File: src/rtl/pipeline_ctrl.sv
`timescale 1ns/1ps
`default_nettype none
// ============================================================================
// Module      : pipeline_ctrl
// Description : Central sequencer for the 5-stage core. It merges the decode
//               and execute stall requests and runs multi-cycle execute ops
//               (div, madd/msub) through a small FSM with a down-counter.
//               It produces the per-stage stall vector and the NOP bubble
//               strobes. An exception flush overrides everything.
// Revision    : 1.0 - initial release
// ============================================================================
module pipeline_ctrl #(
    parameter int MC_CNT_W    = 6,
    parameter int STALL_CNT_W = 16
) (
    input  logic                   clk,
    input  logic                   rst,
    input  logic                   stallreq_from_id,
    input  logic                   stallreq_from_ex,
    input  logic                   ex_mc_start,
    input  logic [MC_CNT_W-1:0]    ex_mc_cycles,
    input  logic                   flush_req,
    output logic [5:0]             stall,
    output logic                   flush,
    output logic                   ex_mem_bubble,
    output logic                   id_ex_bubble,
    output logic                   mc_busy,
    output logic                   mc_done,
    output logic [STALL_CNT_W-1:0] stall_cycles
);

    // Stall patterns: bit0=pc, bit1=if, bit2=id, bit3=ex, bit4=mem, bit5=wb
    localparam logic [5:0] c_STALL_NONE = 6'b000000;
    localparam logic [5:0] c_STALL_EX   = 6'b001111;
    localparam logic [5:0] c_STALL_ID   = 6'b000111;

    typedef enum logic [1:0] {
        S_IDLE = 2'd0,
        S_BUSY = 2'd1,
        S_DONE = 2'd2
    } state_t;

    state_t                 r_state;
    logic [MC_CNT_W-1:0]    r_cnt;
    logic [STALL_CNT_W-1:0] r_stall_cycles;

    logic [MC_CNT_W-1:0]    w_mc_len;
    logic                   w_mc_stall;
    logic [5:0]             w_stall;

    // A zero-length op behaves exactly like a single-cycle op.
    assign w_mc_len = (ex_mc_cycles == '0) ? MC_CNT_W'(1) : ex_mc_cycles;

    // The start cycle itself stalls, so an N-cycle op stalls for N cycles in total.
    assign w_mc_stall = ((r_state == S_IDLE) && ex_mc_start) || (r_state == S_BUSY);

    // Stall vector with priority flush > EX-level stall > ID-level stall.
    always_comb begin
        w_stall = c_STALL_NONE;
        if (rst || flush_req) begin
            w_stall = c_STALL_NONE;
        end else if (w_mc_stall || stallreq_from_ex) begin
            w_stall = c_STALL_EX;
        end else if (stallreq_from_id) begin
            w_stall = c_STALL_ID;
        end
    end

    assign stall         = w_stall;
    assign flush         = flush_req & ~rst;
    // A stage inserts a NOP when it is held but the stage downstream keeps moving.
    assign ex_mem_bubble = w_stall[3] & ~w_stall[4];
    assign id_ex_bubble  = w_stall[2] & ~w_stall[3];
    assign mc_busy       = ~rst & (r_state != S_IDLE);
    // A flush in the DONE cycle kills the writeback of the multi-cycle result.
    assign mc_done       = ~rst & ~flush_req & (r_state == S_DONE);
    assign stall_cycles  = r_stall_cycles;

    // Multi-cycle sequencer: IDLE -> (BUSY) -> DONE -> IDLE, aborted by flush.
    always_ff @(posedge clk) begin
        if (rst) begin
            r_state <= S_IDLE;
            r_cnt   <= '0;
        end else if (flush_req) begin
            r_state <= S_IDLE;
            r_cnt   <= '0;
        end else begin
            case (r_state)
                S_IDLE: begin
                    if (ex_mc_start) begin
                        if (w_mc_len >= MC_CNT_W'(2)) begin
                            r_cnt   <= w_mc_len - MC_CNT_W'(1);
                            r_state <= S_BUSY;
                        end else begin
                            r_cnt   <= '0;
                            r_state <= S_DONE;
                        end
                    end
                end
                S_BUSY: begin
                    // cnt==0 cannot occur by construction; treat it as the last cycle.
                    if (r_cnt <= MC_CNT_W'(1)) begin
                        r_cnt   <= '0;
                        r_state <= S_DONE;
                    end else begin
                        r_cnt <= r_cnt - MC_CNT_W'(1);
                    end
                end
                S_DONE: begin
                    r_state <= S_IDLE;
                end
                default: begin
                    r_state <= S_IDLE;
                    r_cnt   <= '0;
                end
            endcase
        end
    end

    // Saturating statistics counter of cycles where any stage was stalled.
    always_ff @(posedge clk) begin
        if (rst) begin
            r_stall_cycles <= '0;
        end else if ((w_stall != c_STALL_NONE) && !(&r_stall_cycles)) begin
            r_stall_cycles <= r_stall_cycles + STALL_CNT_W'(1);
        end
    end

endmodule
`default_nettype wire

File: config.mk
export PLATFORM = sky130hd
export DESIGN_NAME = pipeline_ctrl
export DESIGN_NICKNAME = d
export VERILOG_FILES = /design/src/rtl/pipeline_ctrl.sv
export SDC_FILE = /design/constraint.sdc
export NUM_CORES = 1
export LEC_CHECK = 0
export ABC_AREA = 1
export BUFFER_PORTS_ARGS = -buffer_cell sky130_fd_sc_hd__buf_2
export CORE_ASPECT_RATIO = 1.4
export CORE_MARGIN = 3
export CORE_UTILIZATION = 58
export CTS_CLUSTER_SIZE = 8
export DETAILED_ROUTE_END_ITERATION = 8
export MAX_ROUTING_LAYER = met4
export PLACE_DENSITY = 0.82
export SLEW_MARGIN = 15
export SYNTH_ARGS = -nofsm -noshare
export SYNTH_HDL_FRONTEND = slang
export SYNTH_SLANG_ARGS = --single-unit
File: constraint.sdc
create_clock -name clk -period 2.95 [get_ports clk]
set_input_delay 0.295 -clock clk [delete_from_list [all_inputs] [get_ports clk]]
set_output_delay 0.295 -clock clk [all_outputs]
set_load 0.03 [all_outputs]
==> metrics <==
status=finished clean; CTS tree=built; drt wl/cell=11.8 um; CTS Buf Count=3; # diodes=0; PortBufs=36; Psw=0.000209 W; 1st-pass router iterations=6; Routed WL=3890 um; vias in the first global route=1,634; number of I/O pins=39; minimum clock period after layout=1.65 ns; fmax=607 MHz; std cell rows=22; post-synthesis instance total=262; Crit. End Element=flip-flop; Core Box Area=2730 sq um; Final ANT Viol Nets=0; sequential-to-total area share from yosys stat=0.282; synthesis-to-layout area growth=12.1%; Detail Placement HPWL=3040 um; Clock H-tree levels=1; Via Count=1,722; hold endpoint=r_state[0]$_SDFFE_PN0P_; Worst setup SP type=flip-flop; fillers=250; worst reg2reg path depth=8; worst hold path class=in -> reg; Die W=51.8 um; Die ar.=3640 sq um; max_cap viols=0; drt drc=0; share of power burned in combinational logic=0.192; power share of the clock group=0.335; Syn. warnings=0; CP required=3.21 ns; largest net degree at the start of global routing=18; Yosys cell types=27; post-CTS sizing=0; relative slew slack=0.477; power per cell area=377 nW/um^2; Post-Syn Area per Cell=6.51 sq um; Switching Share=0.290; Die Y=70.2 um; leakage=0.898 nW; clock latency on the worst-skew pair=0.32 ns; initial antenna violation count=0; critical path peak fanout=14; nets=311; post-DR vias/cell=5.22; DP Cell Count=326; fraction of layout instances using a drive strength above 1=0.224; CTS Buffer Depth=2; Tcrit/Tclk final=0.558; Slew Viols, Final=0; transition time of the tightest slew-check pin=0.780 ns; Initial Util=0.626; cts hold-fix bufs=0; GRT Overall Usage=0.244; crit path DAT=1.91 ns; clk root buf=clkbuf_4; Starting DRT DRC Count=48; Hold Crit Start=ex_mc_start; first-pass GRT wire length=6930 um; CTS sink count=24; Post-CTS Setup Inserts=0; Clock transition at path regs=0.14 ns; post-synthesis cell area=1710 sq um; crit path kind=reg -> reg; RSZ-0062 raised after global routing=no; R2R Setup Slk=1.30 ns; cell depth of the worst hold path=3; GPL Wtd Cong=0.839; reg-to-reg endpoint=stall_cycles[6]$_SDFFE_PP0P_; #FFs+latches synth=24; setup_tns=0 ns; final hold violation count=0; gr ovfl total=0; Max VDD drop=0.262 mV; Internal=0.000513 W; final cell count without fillers=330; Seq pwr share=0.472; Final setup viols=0; Worst R2R Start=stall_cycles[0]$_SDFFE_PP0P_; Clock Skews=0.00819 ns
metrics by stage:
step	hold WS, ns	setup slack [ns]	utilization	instance area (sq um)	total power (W)
after floorplan	0.436	1.19	-	1710	0.000463
after global placement	0.467	1.26	0.683	1860	0.000487
after detailed placement	0.471	1.20	0.683	1860	0.000487
after CTS	0.229	1.31	0.702	1910	0.000722
after global routing	0.254	1.11	0.702	1910	0.000752
final	0.231	1.30	0.702	1910	0.000722
layout make-up:
cell class | count | area [sq um] | area share
Inverter | 31 | 119 | 0.0621
Sequential cell | 24 | 480 | 0.251
Multi-Input combinational cell | 199 | 1040 | 0.542
Timing Repair Buffer | 36 | 180 | 0.0942
Tap cell | 36 | 45.0 | 0.0235
Clock buffer | 3 | 22.5 | 0.0118
Clock inverter | 1 | 30.0 | 0.0157
registers in the layout, summed over array words and instances (netlist names):
signal / count
stall_cycles: 16
r_state: 2
r_cnt: 6
synth_stat cells:
master / count / area (sq um)
nand2_1: 83 / 312
nor2_1: 32 / 120
inv_1: 30 / 113
dfxtp_1: 24 / 480
nand3_1: 14 / 70.1
nand2_2: 10 / 62.6
a21oi_2: 8 / 70.1
nand4_1: 8 / 50.1
xor2_1: 7 / 61.3
o21ai_0: 6 / 30.0
a21oi_1: 5 / 25.0
buf_4: 5 / 37.5
ha_1: 4 / 50.1
nor2_4: 4 / 45.0
xnor2_1: 4 / 35.0
buf_6: 3 / 33.8
o22ai_1: 3 / 18.8
a211oi_1: 2 / 15.0
nor3_1: 2 / 10.0
and2_1: 1 / 6.26
clkbuf_1: 1 / 3.75
conb_1: 1 / 3.75
inv_4: 1 / 6.26
nand3_2: 1 / 10.0
nand3_4: 1 / 17.5
nand4_2: 1 / 12.5
o211ai_1: 1 / 7.51
how the worst max path moves through the flow:
stage               slack (ns)                             to  depth (start not counted)                         start
floorplan                 1.19   stall_cycles[1]$_SDFFE_PP0P_                          9  stall_cycles[1]$_SDFFE_PP0P_
global placement          1.26          r_cnt[2]$_SDFFE_PN0P_                          6                           rst
detailed placement        1.20   stall_cycles[6]$_SDFFE_PP0P_                          8                           rst
CTS                       1.31                       stall[0]                          5       r_state[0]$_SDFFE_PN0P_
global route              1.11  stall_cycles[11]$_SDFFE_PP0P_                          7  stall_cycles[1]$_SDFFE_PP0P_
finish                    1.30   stall_cycles[6]$_SDFFE_PP0P_                          8  stall_cycles[0]$_SDFFE_PP0P_
cell families (layout without fill, tap and decap cells):
kind of cell,count (synthesis),count (layout),synth area share
xor+xnor,11,11,0.0565
compound gates,25,25,0.0975
flops,24,24,0.282
fa+ha+maj,4,4,0.0293
buf+inv,40,71,0.114
simple gates,157,157,0.419
other cells,1,2,0.00220
power groups by stage:
stage	Sequential (W)	Clock, W	Combinational (W)
after floorplan	0.000353	0	0.000110
final	0.000341	0.000242	0.000139
after CTS	0.000341	0.000242	0.000140
after global routing	0.000343	0.000254	0.000155
after global placement	0.000348	0	0.000139
after detailed placement	0.000348	0	0.000139
layout by cell type, fill, tap and decap left out, types with 2 or more instances in the layout:
cell | synthesis | layout
nand4_1 | 8 | 8
clkbuf_4 | 0 | 3
nand3_1 | 14 | 14
conb_1 | 1 | 2
nor2_4 | 4 | 4
xnor2_1 | 4 | 4
inv_1 | 30 | 30
nand2_1 | 83 | 83
dfxtp_1 | 24 | 24
buf_2 | 0 | 36
o22ai_1 | 3 | 3
xor2_1 | 7 | 7
o21ai_0 | 6 | 6
nand2_2 | 10 | 10
ha_1 | 4 | 4
a21oi_2 | 8 | 8
a211oi_1 | 2 | 2
a21oi_1 | 5 | 5
nor2_1 | 32 | 32
nor3_1 | 2 | 2
critical path, stage by stage (launching register included):
cell,delay (ns)
dfxtp_1,0.37
ha_1,0.24
nand3_1,0.14
nor2_4,0.06
nand2_1,0.08
nor2_1,0.07
nor2_4,0.36
nand2_1,0.11
a21oi_1,0.15
per-layer routing:
metal	GRT usage	vias to the layer above	part of all wire
met5	-	-	0
met4	0.0962	0	0.030
met3	0.0235	11	0.028
met2	0.438	44	0.55
met1	0.266	783	0.39
li1	-	884	-
Note: power is estimated with default switching activity, not from simulation.
